===== config.mk =====
export PLATFORM = sky130hd
export DESIGN_NAME = mem_arbiter
export DESIGN_NICKNAME = d
export VERILOG_FILES = /design/src/rtl/mem_arbiter.sv
export SDC_FILE = /design/constraint.sdc
export NUM_CORES = 1
export LEC_CHECK = 0
export ABC_AREA = 0
export CORE_ASPECT_RATIO = 0.8
export CORE_MARGIN = 3
export CORE_UTILIZATION = 40
export DETAILED_ROUTE_END_ITERATION = 16
export PLACE_DENSITY = 0.76
export REMOVE_ABC_BUFFERS = 1
export SLEW_MARGIN = 20
export SYNTH_ARGS = -nofsm -noshare
export SYNTH_HDL_FRONTEND = slang
export SYNTH_SLANG_ARGS = --single-unit

===== constraint.sdc =====
create_clock -name clk -period 7.3 [get_ports clk]
set_input_delay 2.19 -clock clk [delete_from_list [all_inputs] [get_ports clk]]
set_output_delay 2.19 -clock clk [all_outputs]
set_load 0.02 [all_outputs]

===== src/rtl/mem_arbiter.sv =====
// Round-robin arbiter/sequencer sharing one byte-lane memory between the
// instruction side (read-only) and the data side (read/write).
module mem_arbiter #(
    parameter int unsigned MEM_LATENCY = 4,
    parameter int unsigned ADDR_W      = 32
) (
    input  logic              clk,
    input  logic              reset,
    input  logic              i_req,
    input  logic [ADDR_W-1:0] i_addr,
    output logic              i_ready,
    output logic [31:0]       i_rdata,
    input  logic              d_req,
    input  logic              d_we,
    input  logic [ADDR_W-1:0] d_addr,
    input  logic [31:0]       d_wdata,
    output logic              d_ready,
    output logic [31:0]       d_rdata,
    output logic              mem_req,
    output logic              mem_write_en,
    output logic [ADDR_W-1:0] mem_addr,
    output logic [7:0]        mem_data_in  [4],
    input  logic [7:0]        mem_data_out [4]
);

    typedef enum logic [1:0] {IDLE, BUSY, RESP} state_t;

    localparam logic [3:0] CNT_LAST = 4'(MEM_LATENCY - 1);

    state_t            state_q, state_d;
    logic [3:0]        cnt_q, cnt_d;
    logic              last_q, last_d;    // 0 = I side, 1 = D side
    logic              owner_q, owner_d;
    logic [ADDR_W-1:0] addr_q, addr_d;
    logic              we_q, we_d;
    logic [31:0]       wdata_q, wdata_d;
    logic [31:0]       i_rdata_q, i_rdata_d;
    logic [31:0]       d_rdata_q, d_rdata_d;
    logic              gnt;
    logic [31:0]       rd_word;

    assign rd_word = {mem_data_out[0], mem_data_out[1], mem_data_out[2], mem_data_out[3]};

    always_ff @(posedge clk or posedge reset) begin
        if (reset) begin
            state_q   <= IDLE;
            cnt_q     <= '0;
            last_q    <= 1'b0;
            owner_q   <= 1'b0;
            addr_q    <= '0;
            we_q      <= 1'b0;
            wdata_q   <= '0;
            i_rdata_q <= '0;
            d_rdata_q <= '0;
        end else begin
            state_q   <= state_d;
            cnt_q     <= cnt_d;
            last_q    <= last_d;
            owner_q   <= owner_d;
            addr_q    <= addr_d;
            we_q      <= we_d;
            wdata_q   <= wdata_d;
            i_rdata_q <= i_rdata_d;
            d_rdata_q <= d_rdata_d;
        end
    end

    always_comb begin
        state_d   = state_q;
        cnt_d     = cnt_q;
        last_d    = last_q;
        owner_d   = owner_q;
        addr_d    = addr_q;
        we_d      = we_q;
        wdata_d   = wdata_q;
        i_rdata_d = i_rdata_q;
        d_rdata_d = d_rdata_q;
        gnt       = 1'b0;
        case (state_q)
            IDLE: begin
                if (i_req || d_req) begin
                    // On a tie the side that did not win last time goes first.
                    gnt     = (i_req && d_req) ? ~last_q : d_req;
                    owner_d = gnt;
                    last_d  = gnt;
                    addr_d  = gnt ? d_addr : i_addr;
                    we_d    = gnt & d_we;
                    wdata_d = gnt ? d_wdata : 32'h0;
                    cnt_d   = '0;
                    state_d = BUSY;
                end
            end
            BUSY: begin
                cnt_d = cnt_q + 4'd1;
                if (cnt_q == CNT_LAST) begin
                    if (!we_q) begin
                        if (owner_q) d_rdata_d = rd_word;
                        else         i_rdata_d = rd_word;
                    end
                    state_d = RESP;
                end
            end
            RESP:    state_d = IDLE;
            default: state_d = IDLE;
        endcase
    end

    // Memory side is driven only from latched fields, so it holds outside BUSY.
    assign mem_req        = (state_q == BUSY);
    assign mem_write_en   = mem_req & we_q;
    assign mem_addr       = addr_q;
    assign mem_data_in[0] = wdata_q[31:24];
    assign mem_data_in[1] = wdata_q[23:16];
    assign mem_data_in[2] = wdata_q[15:8];
    assign mem_data_in[3] = wdata_q[7:0];

    assign i_ready = (state_q == RESP) && !owner_q;
    assign d_ready = (state_q == RESP) &&  owner_q;
    assign i_rdata = i_rdata_q;
    assign d_rdata = d_rdata_q;

endmodule


==> results.md <==
- Synth top area share: 59.1%
- Post-CTS Setup Bufs: 0
- Post-CTS sizing: 0
- Total GRT Usage: 19.5%
- Initial Util: 41.6%
- Clock sink count: 136
- CTS buffer count: 17
- Hpwl dp: 10.8 mm
- CTS tree: yes
- WL per Instance: 18.4 um
- Initial antenna violation count: 0
- Final worst-path cycle share: 58.6%
- Crit. Startpoint: state_q[1]$_DFFE_PP0P_
- Worst slew pin tran: 933 ps
- Hold Violations, Final: 0
- Fin util: 65.7%
- Later-pin clock latency in the skew report: 410 ps
- Routed WL: 14.9 mm
- Non-filler instance count after layout: 808
- Post-synth cell types: 36
- Clk pin slew, worst setup/hold paths: 60 ps
- RSZ-0062 raised after global routing: false
- Synth Area per Inst: 16.4 sq um
- Die area: 15,900 sq um
- Int Pwr: 2.78 mW
- GPL Wtd Cong: 0.767
- Area leader, netlist: dfrtp_1
- Worst-path fanout max: 10
- EDFF count, synth: 0
- CTS H-Tree Depth: 4
- Leak pwr: 3.93 nW
- Max Root-Sink Buffers: 2
- Die X: 140 um
- Hold buffers post-CTS: 0
- Combinational share of power: 48.1%
- Placed Instances: 776
- Crit-path cells: nand2b_1, clkinv_2, and2_1, clkdlybuf4s50_1
- Ant diodes: 0
- Total congestion overflow: 0
- NetSw: 1.50 mW
- DR vias/cell: 4.87
- Ys async rst share: 100%
- Yosys reg bits: 136
- Area delta synth->final: 57.9%
- Status: finished clean
- Worst vdd ir: 0.286 mV
- Initial DRC Count: 127
- Nets: 749
- Setup_tns: 0 ps
- Clock Power Share: 20.1%
- PortBufs: 264
- Final Setup Violations: 0
- DRT antenna net count: 0
- Max Freq: 0.234 GHz
- Critical path type: reg -> out
- Largest net degree at the start of global routing: 79
- Commonest cells after routing, fill and taps aside: clkdlybuf4s50_1 (264), dfrtp_1 (136), mux2_2 (62)
- Total Power: 4.27 mW
- Slew HR: 37.7%
- Synth Instances: 351
- Fillers: 990
- CP required: 5110 ps
- Fin crit period: 4280 ps
- CP endpoint kind: output port
- Register Area: 3400 sq um
- Worst Hold Margin: 490 ps
- Via count: 3,933
- Register share of total power: 31.8%
- Register area share after synthesis: 59.1%
- Largest cells by area after synthesis: dfrtp_1 (59%), mux2_4 (15%), mux2_2 (12%), a22o_1 (5.0%), mux2_1 (1.6%)
- Commonest register cell after synthesis: dfrtp_1
- Worst clock skew: 7.92 ps
- Crit-path max cell delay: 550 ps
- Synth warnings: 0
- Drt first pass iters: 4
- Min-delay src: d_rdata[4]$_DFFE_PP0P_
- CTS Root Cell: clkbuf_16
- FP Rows: 38
- Vias in the first global route: 4,445
- First-pass GRT wire length: 24.0 mm
- Top Family by Delay on Critical Path: buffers and inverters
- Multi-input gate area: 2190 sq um
- Power Dens Cells: 470 nW/um^2
- Arrival time of the worst setup path: 2090 ps
- Post-Synthesis Cell Area: 5760 sq um
- Slowest cell on the critical path: clkdlybuf4s50_1
- Bufs and invs on worst path: 2
- Most common cell after layout, fill and taps aside: clkdlybuf4s50_1
- Max-slew violation count: 0
- Setup slack on the worst flop-to-flop path: 4830 ps
- Worst min-delay path class: reg -> reg
- Core footprint: 13,800 sq um
- Die Span Y: 113 um
- Element type at the critical path start: flip-flop
- Max Cap Viol: 0
- DRC: 0
- RR Startpoint: cnt_q[0]$_DFFE_PP0P_
- Switching Fraction: 35.0%
- Share of cells above drive strength 1: 26.6%
- # IOs: 265
-- metrics by stage --
step                      worst slack, ps  area, sq um
after floorplan                      1470         5590
after global placement               2910         8490
after detailed placement             2890         8490
after CTS                            3000         9090
after global routing                 2910         9090
final                                3020         9090
-- kinds of logic (layout without fill, tap and decap cells) --
logic type	after synthesis	after routing	share of synthesized area (%)
simple gates	20	20	2.61
compound gates	42	42	6.08
fa+ha+maj	1	1	0.217
buf+inv	23	300	3.06
flops	136	136	59.1
mux	128	128	28.8
xor+xnor	1	1	0.152
-- final timing paths --
check	end	cells after the start
max in group asynchronous	mem_data_in[29]$_DFFE_PP0P_	3
worst min-delay path	d_rdata[4]$_DFFE_PP0P_	1
min in group asynchronous	mem_addr[1]$_DFFE_PP0P_	2
worst max register to register	i_rdata[23]$_DFFE_PP0P_	4
worst min register to register	d_rdata[4]$_DFFE_PP0P_	1
worst max-delay path	mem_write_en	4
-- power groups by stage --
stage	logic [mW]	registers (mW)	clock network, mW
floorplan	0.670	1.77	0
global placement	2.05	1.34	0
detailed placement	2.08	1.36	0
CTS	2.08	1.36	0.880
global route	2.17	1.41	0.912
finish	2.06	1.36	0.860
-- state kept, by name, summed over array words and instances, names as in the netlist --
| signal | flops |
|---|---|
| state_q | 2 |
| i_rdata | 32 |
| mem_data_in | 32 |
| owner_q | 1 |
| we_q | 1 |
| mem_addr | 32 |
| cnt_q | 4 |
| d_rdata | 32 |
-- metal layers --
metal  vias to the layer above  routed length (um)  GRT usage (%)
met4                         0                 346           7.68
met2                       175                7350           32.7
li1                       1803                   -              -
met3                        23                1170           7.10
met5                         -                   0              0
met1                      1932                6020           22.8
-- area by class of cell --
type,count,area share (%)
Inverter,2,0.151
Clock inverter,14,1.80
Multi-Input combinational cell,192,24.1
Sequential cell,136,37.4
Clock buffer,18,4.83
Timing Repair Buffer,266,29.2
Tap cell,180,2.48
-- synthesized netlist by cell type, types with 2 or more instances --
| library cell | count |
|---|---|
| nor2_1 | 2 |
| o21ai_0 | 3 |
| nand2_1 | 3 |
| nand2b_1 | 3 |
| dfrtp_1 | 136 |
| a22o_1 | 33 |
| mux2_1 | 8 |
| buf_8 | 2 |
| mux2_2 | 62 |
| mux2_4 | 58 |
| buf_6 | 4 |
| buf_2 | 13 |
No activity file was read; power rests on OpenSTA's default activity.
